### config.mk
export PLATFORM = sky130hd
export DESIGN_NAME = nibble_sel_pipe_flat
export DESIGN_NICKNAME = d
export VERILOG_FILES = /design/src/rtl/nibble_sel_pipe_if.sv /design/src/rtl/nibble_sel_pipe.sv /design/src/flat_wrapper.sv
export SDC_FILE = /design/constraint.sdc
export NUM_CORES = 1
export LEC_CHECK = 0
export CAP_MARGIN = 20
export CORE_MARGIN = 1
export CORE_UTILIZATION = 52
export DETAILED_ROUTE_END_ITERATION = 8
export MAX_ROUTING_LAYER = met4
export PLACE_DENSITY = 0.88
export REMOVE_ABC_BUFFERS = 1
export SYNTH_ARGS = -nofsm -noshare
export SYNTH_HDL_FRONTEND = slang
export SYNTH_SLANG_ARGS = --single-unit
### constraint.sdc
create_clock -name CLK -period 4.7 [get_ports CLK]
set_input_delay 0.94 -clock CLK [delete_from_list [all_inputs] [get_ports CLK]]
set_output_delay 0.94 -clock CLK [all_outputs]
set_load 0.02 [all_outputs]
### src/rtl/nibble_sel_pipe_if.sv
// Handshake/bus bundle for nibble_sel_pipe.
// The master drives transactions in and consumes results; the slave is the pipeline.
interface nibble_sel_pipe_if #(
    parameter int NIB_W = 4,
    parameter int N_NIB = 8,
    parameter int N_SEL = 4
);
    localparam int SEL_W = $clog2(N_NIB);
    localparam int IDX_W = $clog2(N_SEL);

    logic                     IN_VALID;
    logic                     IN_READY;
    logic [N_NIB*NIB_W-1:0]   DATA_A;
    logic [N_NIB*NIB_W-1:0]   DATA_B;
    logic [N_SEL*SEL_W-1:0]   SEL_A;
    logic [N_SEL*SEL_W-1:0]   SEL_B;
    logic [N_SEL-1:0]         SEL_AB;
    logic                     MODE;
    logic                     OUT_VALID;
    logic                     OUT_READY;
    logic [NIB_W-1:0]         DATA_OUT;
    logic [IDX_W-1:0]         OUT_IDX;

    modport master (
        output IN_VALID, DATA_A, DATA_B, SEL_A, SEL_B, SEL_AB, MODE, OUT_READY,
        input  IN_READY, OUT_VALID, DATA_OUT, OUT_IDX
    );

    modport slave (
        input  IN_VALID, DATA_A, DATA_B, SEL_A, SEL_B, SEL_AB, MODE, OUT_READY,
        output IN_READY, OUT_VALID, DATA_OUT, OUT_IDX
    );
endinterface

### src/rtl/nibble_sel_pipe.sv
// nibble_sel_pipe: 2-stage max/min nibble selector with valid/ready on both sides.
// Stage 1 latches the N_SEL candidate nibbles and MODE; stage 2 reduces them through
// a compare tree (lowest slot wins ties) and registers the result.
// Optional: define NIBBLE_SEL_STATS_EN to add saturating IN_CNT/OUT_CNT transfer counters.
module nibble_sel_pipe #(
    parameter int NIB_W = 4,
    parameter int N_NIB = 8,
    parameter int N_SEL = 4
) (
    input  logic               CLK,
    input  logic               RESET,
    nibble_sel_pipe_if.slave   bus
`ifdef NIBBLE_SEL_STATS_EN
    ,
    output logic [15:0]        IN_CNT,
    output logic [15:0]        OUT_CNT
`endif
);
    localparam int SEL_W = $clog2(N_NIB);
    localparam int IDX_W = $clog2(N_SEL);
    localparam int NODES = 2 * N_SEL - 1;

    logic                 s1_valid_q;
    logic [NIB_W-1:0]     cand_q [N_SEL];
    logic [NIB_W-1:0]     cand_d [N_SEL];
    logic                 mode_q;
    logic                 out_valid_q;
    logic [NIB_W-1:0]     out_data_q;
    logic [IDX_W-1:0]     out_idx_q;

    logic                 s2_ready;
    logic                 in_ready;
    logic                 in_fire;

    // Heap-ordered reduce tree: leaves at N_SEL-1+i, root at 0. The left child always
    // covers the lower slot indices, so preferring it on equality gives lowest-slot ties.
    logic [NIB_W-1:0]     node_val [NODES];
    logic [IDX_W-1:0]     node_idx [NODES];

    assign s2_ready      = !out_valid_q || bus.OUT_READY;
    assign in_ready      = !s1_valid_q || s2_ready;
    assign in_fire       = bus.IN_VALID && in_ready;

    assign bus.IN_READY  = in_ready;
    assign bus.OUT_VALID = out_valid_q;
    assign bus.DATA_OUT  = out_data_q;
    assign bus.OUT_IDX   = out_idx_q;

    // Pick each slot's candidate nibble from A or B using that slot's own index
    always_comb begin
        for (int i = 0; i < N_SEL; i++) begin
            if (bus.SEL_AB[i])
                cand_d[i] = bus.DATA_B[int'(bus.SEL_B[i*SEL_W +: SEL_W])*NIB_W +: NIB_W];
            else
                cand_d[i] = bus.DATA_A[int'(bus.SEL_A[i*SEL_W +: SEL_W])*NIB_W +: NIB_W];
        end
    end

    // Compare/reduce tree over the stage-1 candidates
    always_comb begin
        for (int i = 0; i < N_SEL; i++) begin
            node_val[N_SEL-1+i] = cand_q[i];
            node_idx[N_SEL-1+i] = IDX_W'(i);
        end
        for (int n = N_SEL - 2; n >= 0; n--) begin
            // Right subtree (higher slots) wins only on a strict improvement
            if (mode_q ? (node_val[2*n+2] < node_val[2*n+1])
                       : (node_val[2*n+2] > node_val[2*n+1])) begin
                node_val[n] = node_val[2*n+2];
                node_idx[n] = node_idx[2*n+2];
            end else begin
                node_val[n] = node_val[2*n+1];
                node_idx[n] = node_idx[2*n+1];
            end
        end
    end

    // Pipeline registers: stage 2 advances whenever the output slot is free or draining,
    // and stage 1 refills on the same edge it empties
    always_ff @(posedge CLK) begin
        if (RESET) begin
            s1_valid_q  <= 1'b0;
            mode_q      <= 1'b0;
            out_valid_q <= 1'b0;
            out_data_q  <= '0;
            out_idx_q   <= '0;
            for (int i = 0; i < N_SEL; i++) cand_q[i] <= '0;
        end else begin
            if (s2_ready) begin
                out_valid_q <= s1_valid_q;
                if (s1_valid_q) begin
                    out_data_q <= node_val[0];
                    out_idx_q  <= node_idx[0];
                end
            end
            if (in_fire) begin
                s1_valid_q <= 1'b1;
                cand_q     <= cand_d;
                mode_q     <= bus.MODE;
            end else if (s2_ready) begin
                s1_valid_q <= 1'b0;
            end
        end
    end

`ifdef NIBBLE_SEL_STATS_EN
    logic        out_fire;
    logic [15:0] in_cnt_q;
    logic [15:0] out_cnt_q;

    assign out_fire = out_valid_q && bus.OUT_READY;
    assign IN_CNT   = in_cnt_q;
    assign OUT_CNT  = out_cnt_q;

    // Saturating transfer counters on both handshakes
    always_ff @(posedge CLK) begin
        if (RESET) begin
            in_cnt_q  <= '0;
            out_cnt_q <= '0;
        end else begin
            if (in_fire && in_cnt_q != 16'hFFFF)   in_cnt_q  <= in_cnt_q + 16'd1;
            if (out_fire && out_cnt_q != 16'hFFFF) out_cnt_q <= out_cnt_q + 16'd1;
        end
    end
`else
    // Statistics counters are not built in this configuration.
`endif
endmodule

### src/flat_wrapper.sv
// flat-port wrapper written by rule: the top's interface ports become plain ports
module nibble_sel_pipe_flat 
#(
    parameter int NIB_W = 4,
    parameter int N_NIB = 8,
    parameter int N_SEL = 4
)
  (CLK, RESET, bus_IN_VALID, bus_DATA_A, bus_DATA_B, bus_SEL_A, bus_SEL_B, bus_SEL_AB, bus_MODE, bus_OUT_READY, bus_IN_READY, bus_OUT_VALID, bus_DATA_OUT, bus_OUT_IDX);
  nibble_sel_pipe_if #(.NIB_W(NIB_W), .N_NIB(N_NIB), .N_SEL(N_SEL)) bus_i ();
  input  logic CLK;
  input  logic RESET;
  input wire logic [$bits(bus_i.IN_VALID)-1:0] bus_IN_VALID;
  input wire logic [$bits(bus_i.DATA_A)-1:0] bus_DATA_A;
  input wire logic [$bits(bus_i.DATA_B)-1:0] bus_DATA_B;
  input wire logic [$bits(bus_i.SEL_A)-1:0] bus_SEL_A;
  input wire logic [$bits(bus_i.SEL_B)-1:0] bus_SEL_B;
  input wire logic [$bits(bus_i.SEL_AB)-1:0] bus_SEL_AB;
  input wire logic [$bits(bus_i.MODE)-1:0] bus_MODE;
  input wire logic [$bits(bus_i.OUT_READY)-1:0] bus_OUT_READY;
  output wire logic [$bits(bus_i.IN_READY)-1:0] bus_IN_READY;
  output wire logic [$bits(bus_i.OUT_VALID)-1:0] bus_OUT_VALID;
  output wire logic [$bits(bus_i.DATA_OUT)-1:0] bus_DATA_OUT;
  output wire logic [$bits(bus_i.OUT_IDX)-1:0] bus_OUT_IDX;
  assign bus_i.IN_VALID = bus_IN_VALID;
  assign bus_i.DATA_A = bus_DATA_A;
  assign bus_i.DATA_B = bus_DATA_B;
  assign bus_i.SEL_A = bus_SEL_A;
  assign bus_i.SEL_B = bus_SEL_B;
  assign bus_i.SEL_AB = bus_SEL_AB;
  assign bus_i.MODE = bus_MODE;
  assign bus_i.OUT_READY = bus_OUT_READY;
  assign bus_IN_READY = bus_i.IN_READY;
  assign bus_OUT_VALID = bus_i.OUT_VALID;
  assign bus_DATA_OUT = bus_i.DATA_OUT;
  assign bus_OUT_IDX = bus_i.OUT_IDX;
  nibble_sel_pipe #(.NIB_W(NIB_W), .N_NIB(N_NIB), .N_SEL(N_SEL)) u_core (.CLK(CLK), .RESET(RESET), .bus(bus_i));
endmodule
==> metrics.cfg, run 1 <==
[critical_path]
r2r_setup_slack_ns = 1.08
path_cells = inv_1 -> ha_1 -> a21oi_1 -> a21oi_1 -> a31oi_4 -> mux2i_1 -> inv_1 -> ha_1 -> a21o_1 -> a211oi_1 -> mux2_2 -> and2_1 -> a221oi_1
reg2regPathDepth = 13
rr_endpoint = u_core.bus.DATA_OUT[3]
critPathRequiredTime_ns = 4.88
start_kind = register
crit_slowest_cell = mux2_2
crit_path_max_fanout = 5
path_class = register to register
critPathCaptureType = register
reg2reg_from = u_core.cand_q[7]
worst_ep_arrival_time_ns = 3.80
cpPeakStageDelay_ns = 0.39

[sta]
layout_setup_ws_ns = 1.08
max_slew_margin = 0.494
fmax_mhz = 276
setup_viol = 0
fin_crit_ns = 3.62
hold_viol_final = 0
tightest_slew_ns = 0.759
report.final.slew_viol_count = 0
period_share = 0.771
fin_skew_ns = 0.00454
final.setup.tns_ns = 0
rsz0062_at_grt = false
holdWs_ns = 0.502

[clocking]
post_cts_buffers = 0
cts_resized = 0
cts.clk_slew.worst_paths_ns = 0.09
cts_hold_buf = 0
cts_buffers = 3
cts_tree = done
clk_latency_ns = 0.27
root_buffer = clkbuf_8
cts.sinks = 25
clock_path_buffers = 2
cts_max_level = 1

[power_and_ir_drop]
irDropWorstVdd_v = 0.000243
p_per_area_nw_per_um2 = 200
leakagePower_uw = 0.00166

[synth]
yosys.cell_count.top_type = mux4_2
synth_top_family_by_area = multiplexers
syn_area_sq_um = 3420
yosysUniqueCellTypes = 38
yosys_warnings = 0
synth_xor_area_frac = 0
ys_seq_area_frac = 0.147
synth-simple-area-share = 0.0689
synth_cells = 287
synth_area_leaders = mux4_2 40%, dfxtp_1 15%, mux2i_1 7.0%, a22o_1 4.9%, ha_1 4.4%
muxShareOfSynthArea = 0.507
avgSynthCellArea_sq_um = 11.9
netlist.top_cell.by_area = mux4_2
synth_edf_count = 0
synth_compound_area_frac = 0.178
ys_ff_latch = 25
synth_top_cell_area_share = 0.396
synth_flop_cell = dfxtp_1
post_synth_fa_ha_maj_area_fraction = 0.0440
async_flop_share = 0
yosys-top-cells-count = 60 x mux4_2, 25 x a21oi_1, 25 x dfxtp_1

[hold_path]
hold_class = register to register
hold_depth = 2
min_to = u_core.bus.OUT_IDX[1]
min_from = u_core.bus.OUT_IDX[1]

[floorplan]
die_area_sq_um = 6900
ioPinCount = 105
coreArea_sq_um = 6350
start_util = 0.538
row_count = 29
die_x_um = 83.1
die_h_um = 83.1

[placement]
dp_hpwl_mm = 8.07
dp_worst_setup_slack_ns = 1.12
dp_cells = 441
placedInstanceArea_sq_um = 4410
port_buffers = 104
gp_congestion = 0.892

[layout]
area_growth_syn_to_layout_pct = 30.7
drive_gt1_frac = 0.206
antenna-diode-count = 0
nNetsFinal = 479
fin_cells = 446
design_area_sq_um = 4470

[job]
drv_cap = 0

[global_route]
grt_pass1_vias = 3122
antenna_found_initial = 0
grt_start_max_net_pins = 17
track_usage = 0.295
gr-total-overflow = 0
grt_pass1_wl_mm = 15.8

[detailed_routing]
first_iter_violations = 247
drcViolationCount = 0
wl_mm = 9.75
dr.pass1.iters = 5
via_per_inst = 7.08
vias = 3158
ant_nets = 0
routedWlPerCell_um = 21.9

[run_status]
outcome = complete, no violations

-- registers in the layout, indices dropped and copies added (netlist names) --
register / flops
u_core.bus.OUT_VALID: 1
u_core.bus.OUT_IDX: 2
u_core.bus.DATA_OUT: 4
u_core.mode_q: 1
u_core.s1_valid_q: 1
u_core.cand_q: 16
-- routing by layer --
| metal | vias to the layer above | routed length [um] | GRT usage |
|---|---|---|---|
| met3 | 25 | 845 | 0.0358 |
| met4 | 0 | 275 | 0.0987 |
| met2 | 233 | 4850 | 0.484 |
| met1 | 1536 | 3770 | 0.381 |
| li1 | 1364 | - | - |
| met5 | - | 0 | - |
-- area by class of cell --
class / instances / area, sq um
flip-flops and latches: 25 / 500
fillers: 419 / 1880
repair buffers: 106 / 1060
well taps: 77 / 96.3
clock buffers: 4 / 45.0
inverters: 12 / 45.0
multi-input cells: 222 / 2720
-- through the flow --
| step | power [uW] | utilization |
|---|---|---|
| 5_1_grt | 944 | 0.703 |
| 3_5_place_dp | 762 | 0.695 |
| 6_report | 895 | 0.703 |
| 4_1_cts | 889 | 0.702 |
| 3_3_place_gp | 742 | 0.694 |
| 2_1_floorplan | 553 | - |
-- worst max-delay path: cells and delay by family, from the launching register on --
family / cells / cell delay, ns
and+or+nand+nor: 1 / 0.21
adders and majority gates: 2 / 0.62
muxes: 2 / 0.69
DFF: 1 / 0.37
AOI/OAI and AO/OA: 6 / 1.50
buffers and inverters: 2 / 0.13
-- worst max path at each step --
stage,startpoint,endpoint,slack [ns],cells past startpoint
after floorplan,u_core.cand_q[7],u_core.bus.DATA_OUT[1],1.47,13
after global placement,u_core.cand_q[7],u_core.bus.DATA_OUT[2],1.31,13
after detailed placement,u_core.cand_q[7],u_core.bus.DATA_OUT[3],1.12,13
after CTS,u_core.cand_q[7],u_core.bus.DATA_OUT[3],1.09,13
after global routing,u_core.cand_q[7],u_core.bus.DATA_OUT[3],0.77,13
final,u_core.cand_q[7],u_core.bus.DATA_OUT[3],1.08,13
-- kinds of logic (layout without fill, tap and decap cells) --
family,count (synthesis),after routing
buffers and inverters,40,122
adders and majority gates,12,12
muxes,91,91
and+or+nand+nor,41,41
AOI/OAI and AO/OA,78,78
DFF,25,25
-- report_power, final --
| group | leakage (uW) | switching [uW] | total, uW | internal (uW) |
|---|---|---|---|---|
| logic | 0.00144 | 226 | 512 | 285 |
| registers | 0.000206 | 18.6 | 251 | 232 |
| clock network | 0.0000228 | 71.6 | 132 | 60.8 |
-- cell usage in the layout, fill, tap and decap left out --
master           count
clkdlybuf4s50_1    104
mux4_2              60
a21oi_1             25
dfxtp_1             25
mux2i_1             24
a22o_1              19
nor2b_1             17
a211oi_1            16
inv_1               12
ha_1                12
nand2_1              7
nor2_1               7
mux4_1               4
o21bai_1             4
mux2_2               3
a221oi_1             3
clkbuf_8             3
nor2b_4              2
o211ai_2             2
nand3_1              2
buf_4                2
nand4_1              1
a21bo_1              1
a21boi_1             1
a41o_1               1
a31oi_4              1
and2b_1              1
a211oi_2             1
nand2b_1             1
a41oi_1              1
a21o_1               1
nand3b_1             1
o31ai_4              1
and2_1               1
nor3_1               1
a221oi_2             1
clkbuf_1             1
(Power assumes the default switching activity.)
==> inputs of run 2 (changes only) <==
--- a/config.mk
+++ b/config.mk
@@ -7,10 +7,10 @@
 export LEC_CHECK = 0
 export CAP_MARGIN = 20
 export CORE_MARGIN = 1
-export CORE_UTILIZATION = 52
+export CORE_UTILIZATION = 44
 export DETAILED_ROUTE_END_ITERATION = 8
 export MAX_ROUTING_LAYER = met4
-export PLACE_DENSITY = 0.88
+export PLACE_DENSITY = 0.79
 export REMOVE_ABC_BUFFERS = 1
 export SYNTH_ARGS = -nofsm -noshare
 export SYNTH_HDL_FRONTEND = slang
==> constraint.sdc (replaced) <==
create_clock -name CLK -period 3.1 [get_ports CLK]
set_input_delay 0.62 -clock CLK [delete_from_list [all_inputs] [get_ports CLK]]
set_output_delay 0.62 -clock CLK [all_outputs]
set_load 0.02 [all_outputs]
==> metrics.cfg, run 2 (synthesis gave the netlist of run 1 again) <==
[clocking]
cts.sinks = 25  ; unchanged
clock_path_buffers = 2  ; unchanged
cts_tree = done
root_buffer = clkbuf_8
clk_latency_ns = 0.28  ; about the same
cts.clk_slew.worst_paths_ns = 0.09  ; about the same
cts_max_level = 1  ; unchanged
cts_buffers = 3  ; unchanged
cts_hold_buf = 0  ; unchanged

[placement]
gp_congestion = 0.904  ; +1.4%
port_buffers = 104  ; unchanged
dp_worst_setup_slack_ns = -0.321  ; -1.44 ns
dp_hpwl_mm = 8.06  ; -0.14%

[power_and_ir_drop]
seq_power_share = 0.236  ; -0.044
p_clk_frac = 0.130  ; -0.018
combPwrFrac = 0.634  ; +0.062
p_per_area_nw_per_um2 = 315  ; +57%
swShare = 0.347  ; -0.00669
leakagePower_uw = 0.00190  ; +14%
netSwitchingPower_uw = 542  ; +71%
irDropWorstVdd_v = 0.000186  ; -24%
p_int_uw = 1020  ; +76%

[floorplan]
die_area_sq_um = 8120  ; +18%
coreArea_sq_um = 7370  ; +16%
start_util = 0.463  ; -0.0744
die_x_um = 90.1  ; +8.5%
row_count = 31  ; +6.9%
die_h_um = 90.1  ; +8.5%
ioPinCount = 105  ; unchanged

[sta]
hold_viol_final = 0  ; unchanged
report.final.slew_viol_count = 0  ; unchanged
fmax_mhz = 308  ; +12%
holdWs_ns = 0.503  ; +0.00112 ns
fin_crit_ns = 3.24  ; -0.382 ns
fin_skew_ns = 0.00817  ; +0.00364 ns
tightest_slew_ns = 0.455  ; -0.304 ns
period_share = 1.05  ; +0.275
max_slew_margin = 0.696  ; +0.202
rsz0062_at_grt = true
setup_viol = 5  ; +5
layout_setup_ws_ns = -0.142  ; -1.22 ns

[layout]
largest_reg_flops = 16  ; unchanged
antenna-diode-count = 0  ; unchanged
area_growth_syn_to_layout_pct = 45.1
fillers = 550  ; +31%
nNetsFinal = 522  ; +9.0%
multi_input_area_sq_um = 2860  ; +4.9%
final-seq-area_sq_um = 502  ; +0.25%
top_register = u_core.cand_q
drive_gt1_frac = 0.333  ; +0.127
layout_commonest_cell = clkdlybuf4s50_1
final_cell_mix = 104 x clkdlybuf4s50_1, 60 x mux4_2, 44 x buf_4, 24 x dfxtp_1, 23 x a21oi_1

[global_route]
gr-total-overflow = 0  ; unchanged
grt_start_max_net_pins = 17  ; unchanged
grt_use_met1 = 0.337  ; -0.0443
top_usage_layer = met2
antenna_found_initial = 0  ; unchanged
grt_util_met3 = 0.0195  ; -0.0163
track_usage = 0.257  ; -0.0375
grt_pass1_wl_mm = 16.1  ; +2.1%
grt_pass1_vias = 3264  ; +4.5%
use_met2 = 0.434  ; -0.0499

[hold_path]
hold_depth = 2  ; unchanged
min_to = u_core.bus.OUT_IDX[1]
hold_class = register to register
min_from = u_core.bus.OUT_IDX[1]

[critical_path]
reg2reg_from = u_core.cand_q[5]
crit_path_max_fanout = 4  ; -1
path_class = register to register
rr_endpoint = u_core.bus.OUT_IDX[0]
start_kind = register
r2r_setup_slack_ns = -0.14  ; -1.22 ns
worst_ep_arrival_time_ns = 3.44  ; -0.36 ns
critPathCaptureType = register
critPathRequiredTime_ns = 3.30  ; -1.58 ns
reg2regPathDepth = 15  ; +2

[detailed_routing]
via_per_inst = 6.29  ; -11%
ant_nets = 0  ; unchanged
wl_mm = 9.93  ; +1.9%
first_iter_violations = 197  ; -20%
routedWlPerCell_um = 19.4  ; -11%
drcViolationCount = 0  ; unchanged
dr.pass1.iters = 4  ; -1
vias = 3216  ; +1.8%

[job]
drv_cap = 0  ; unchanged

[run_status]
outcome = complete, but fails checks
failed_checks = negative setup slack

[run 2: how the worst max path moves through the flow]
stage	depth (start not counted)	end	start	slack (ns)
floorplan	13	u_core.bus.DATA_OUT[1]	u_core.cand_q[7]	-0.13
global placement	14	u_core.bus.DATA_OUT[3]	u_core.cand_q[5]	-0.15
detailed placement	14	u_core.bus.DATA_OUT[1]	u_core.cand_q[5]	-0.32
CTS	14	u_core.bus.OUT_IDX[0]	u_core.cand_q[5]	-0.10
global route	14	u_core.bus.OUT_IDX[0]	u_core.cand_q[5]	-0.25
finish	15	u_core.bus.OUT_IDX[0]	u_core.cand_q[5]	-0.14
[run 2: stage by stage]
| stage | area, sq um | utilization | setup TNS [ns] | total power [uW] | std cells |
|---|---|---|---|---|---|
| 2_1_floorplan | 3270 | - | -0.611 | 838 | 259 |
| 3_3_place_gp | 4740 | 0.643 | -0.690 | 1230 | 503 |
| 3_5_place_dp | 4750 | 0.644 | -1.60 | 1260 | 504 |
| 4_1_cts | 4930 | 0.669 | -0.226 | 1550 | 510 |
| 5_1_grt | 4960 | 0.673 | -1.28 | 1650 | 511 |
| 6_report | 4960 | 0.673 | -0.524 | 1560 | 511 |
[run 2: worst max-delay path, cell delays in order (launching register included)]
cell	delay [ns]
dfxtp_2	0.34
inv_2	0.04
ha_4	0.26
nor2b_4	0.14
o211ai_2	0.12
buf_4	0.16
a31oi_4	0.26
mux2i_1	0.29
inv_1	0.11
ha_4	0.23
nand3_1	0.09
nor2_1	0.06
a211oi_2	0.24
mux2_4	0.35
mux2_4	0.31
o31ai_4	0.16
[run 2: what timing repair did]
action,CTS,global route
pin swaps,9,1
setup endpoints to repair,6,6
resized for setup,21,2
buffers inserted,2,0
[run 2: layout make-up]
type / instances / share of cell area
well taps: 99 / 0.0250
clock buffers: 4 / 0.00909
flip-flops and latches: 25 / 0.101
inverters: 12 / 0.00909
multi-input cells: 222 / 0.576
repair buffers: 149 / 0.279
[run 2: power by group through the flow]
stage | clock network (uW) | registers, uW | logic (uW)
after floorplan | 0 | 392 | 446
after global placement | 0 | 373 | 857
after detailed placement | 0 | 376 | 881
after CTS | 206 | 369 | 972
after global routing | 216 | 373 | 1060
final | 202 | 369 | 991
[run 2: per-layer routing]
layer | vias to the layer above | wire (um)
li1 | 1449 | -
met1 | 1565 | 3960
met2 | 184 | 5120
met5 | - | 0
met3 | 18 | 658
met4 | 0 | 194
==> inputs of run 3 (changes only) <==
--- a/config.mk
+++ b/config.mk
@@ -7,10 +7,10 @@
 export LEC_CHECK = 0
 export CAP_MARGIN = 20
 export CORE_MARGIN = 1
-export CORE_UTILIZATION = 44
+export CORE_UTILIZATION = 59
 export DETAILED_ROUTE_END_ITERATION = 8
-export MAX_ROUTING_LAYER = met4
-export PLACE_DENSITY = 0.79
+export DONT_BUFFER_PORTS = 1
+export PLACE_DENSITY = 0.78
 export REMOVE_ABC_BUFFERS = 1
 export SYNTH_ARGS = -nofsm -noshare
 export SYNTH_HDL_FRONTEND = slang
==> metrics.cfg, run 3 (synthesis gave the netlist of run 1 again) <==
[floorplan]
coreArea_sq_um = 5540  ; -25%
die_x_um = 78.1  ; -13%
die_h_um = 78.1  ; -13%
row_count = 27  ; -13%
ioPinCount = 105  ; unchanged
die_area_sq_um = 6100  ; -25%
start_util = 0.617  ; +0.153

[detailed_routing]
drcViolationCount = 0  ; unchanged
ant_nets = 0  ; unchanged
wl_mm = 9.27  ; -6.6%
routedWlPerCell_um = 24.9  ; +28%
first_iter_violations = 139  ; -29%
via_per_inst = 7.49  ; +19%
vias = 2795  ; -13%
dr.pass1.iters = 4  ; unchanged

[global_route]
grt_start_max_net_pins = 17  ; unchanged
antenna_found_initial = 0  ; unchanged
grt_pass1_vias = 3020  ; -7.5%
grt_pass1_wl_mm = 14.7  ; -9.2%
track_usage = 0.318  ; +0.0612
gr-total-overflow = 0  ; unchanged

[layout]
final-seq-area_sq_um = 503  ; +0.25%
nNetsFinal = 411  ; -21%
area_growth_syn_to_layout_pct = 12.9
multi_input_area_sq_um = 2890  ; +1.1%
fillers = 394  ; -28%
final_cell_mix = 60 x mux4_2, 38 x buf_4, 23 x dfxtp_1, 22 x a21oi_1, 20 x mux2i_1
top_register = u_core.cand_q
drive_gt1_frac = 0.458  ; +0.126
layout_commonest_cell = mux4_2
largest_reg_flops = 16  ; unchanged
antenna-diode-count = 0  ; unchanged

[sta]
rsz0062_at_grt = true
layout_setup_ws_ns = -0.0685  ; +0.0735 ns
fin_crit_ns = 3.17  ; -0.0735 ns
fin_skew_ns = 0.00141  ; -0.00676 ns
setup_viol = 5  ; unchanged
fmax_mhz = 316  ; +2.3%
tightest_slew_ns = 1.01  ; +0.558 ns
final.setup.tns_ns = -0.195  ; +0.329 ns
max_slew_margin = 0.322  ; -0.374
report.final.slew_viol_count = 0  ; unchanged
period_share = 1.02  ; -0.0237
hold_viol_final = 0  ; unchanged
holdWs_ns = 0.402  ; -0.102 ns

[placement]
gp_congestion = 0.929  ; +2.8%
port_buffers = 0  ; -100%
dp_hpwl_mm = 7.18  ; -11%

[clocking]
cts_buffers = 3  ; unchanged
cts.sinks = 25  ; unchanged
root_buffer = clkbuf_8
cts_max_level = 1  ; unchanged
cts_hold_buf = 0  ; unchanged
clock_path_buffers = 2  ; unchanged
clk_latency_ns = 0.27  ; about the same
cts.clk_slew.worst_paths_ns = 0.09  ; about the same
cts_tree = done

[critical_path]
critPathCaptureType = register
worst_ep_arrival_time_ns = 3.37  ; -0.07 ns
start_kind = register
crit_path_max_fanout = 4  ; unchanged
critPathRequiredTime_ns = 3.30  ; about the same
path_class = register to register

[power_and_ir_drop]
p_per_area_nw_per_um2 = 350  ; +11%
irDropWorstVdd_v = 0.000265  ; +42%
leakagePower_uw = 0.00146  ; -23%

[job]
drv_cap = 0  ; unchanged

[hold_path]
hold_class = primary input to register

[run_status]
failed_checks = negative setup slack
outcome = complete, but fails checks

[run 3: through the flow]
step | worst slack [ns] | utilization | std cells | total power (uW) | cell area (sq um)
floorplan | -0.130 | - | 259 | 838 | 3270
global placement | -0.129 | 0.651 | 364 | 996 | 3610
detailed placement | -0.283 | 0.651 | 364 | 1010 | 3610
CTS | -0.0345 | 0.680 | 370 | 1280 | 3770
global route | -0.170 | 0.696 | 373 | 1430 | 3860
finish | -0.0685 | 0.696 | 373 | 1350 | 3860
[run 3: worst paths after layout]
kind / start / endpoint / slack [ns] / cells past startpoint
worst min register to register: u_core.s1_valid_q / u_core.bus.OUT_VALID / 0.54 / 2
worst max register to register: u_core.cand_q[5] / u_core.bus.OUT_IDX[0] / -0.07 / 14
worst max-delay path: u_core.cand_q[5] / u_core.bus.OUT_IDX[0] / -0.07 / 14
worst min-delay path: RESET / u_core.mode_q / 0.40 / 1
[run 3: timing repair]
item                                    CTS  global route
gates resized for setup                  19            13
buffers inserted                          2             3
pin swaps                                11            12
hold endpoints to repair                  0             0
endpoints found under the setup margin    6             6
cloned                                    0             0
[run 3: area by class of cell]
class,instances,share of cell area
Inverter,12,0.0117
Multi-Input combinational cell,222,0.749
Tap cell,72,0.0234
Timing Repair Buffer,38,0.0740
Sequential cell,25,0.130
Clock inverter,1,0.00130
Clock buffer,3,0.0107
[run 3: power breakdown]
part / switching [uW] / internal (uW)
clock network: 108 / 90.2
logic: 300 / 466
registers: 31.3 / 352
[run 3: layer usage]
layer,part of all wire,GRT usage,vias to the layer above
met5,0,0,-
met4,0.035,0.141,0
met3,0.098,0.0884,26
met2,0.52,0.560,178
met1,0.35,0.360,1360
li1,-,-,1231
[run 3: worst max-delay path, stage by stage (launching register included)]
cell      delay [ns]
dfxtp_2         0.34
inv_2           0.04
ha_4            0.25
nor2b_4         0.13
o211ai_2        0.10
buf_4           0.16
a31oi_4         0.27
mux2i_2         0.29
inv_1           0.10
ha_4            0.23
a21o_1          0.16
a211oi_2        0.21
mux2_4          0.34
mux2_4          0.31
o31ai_4         0.15
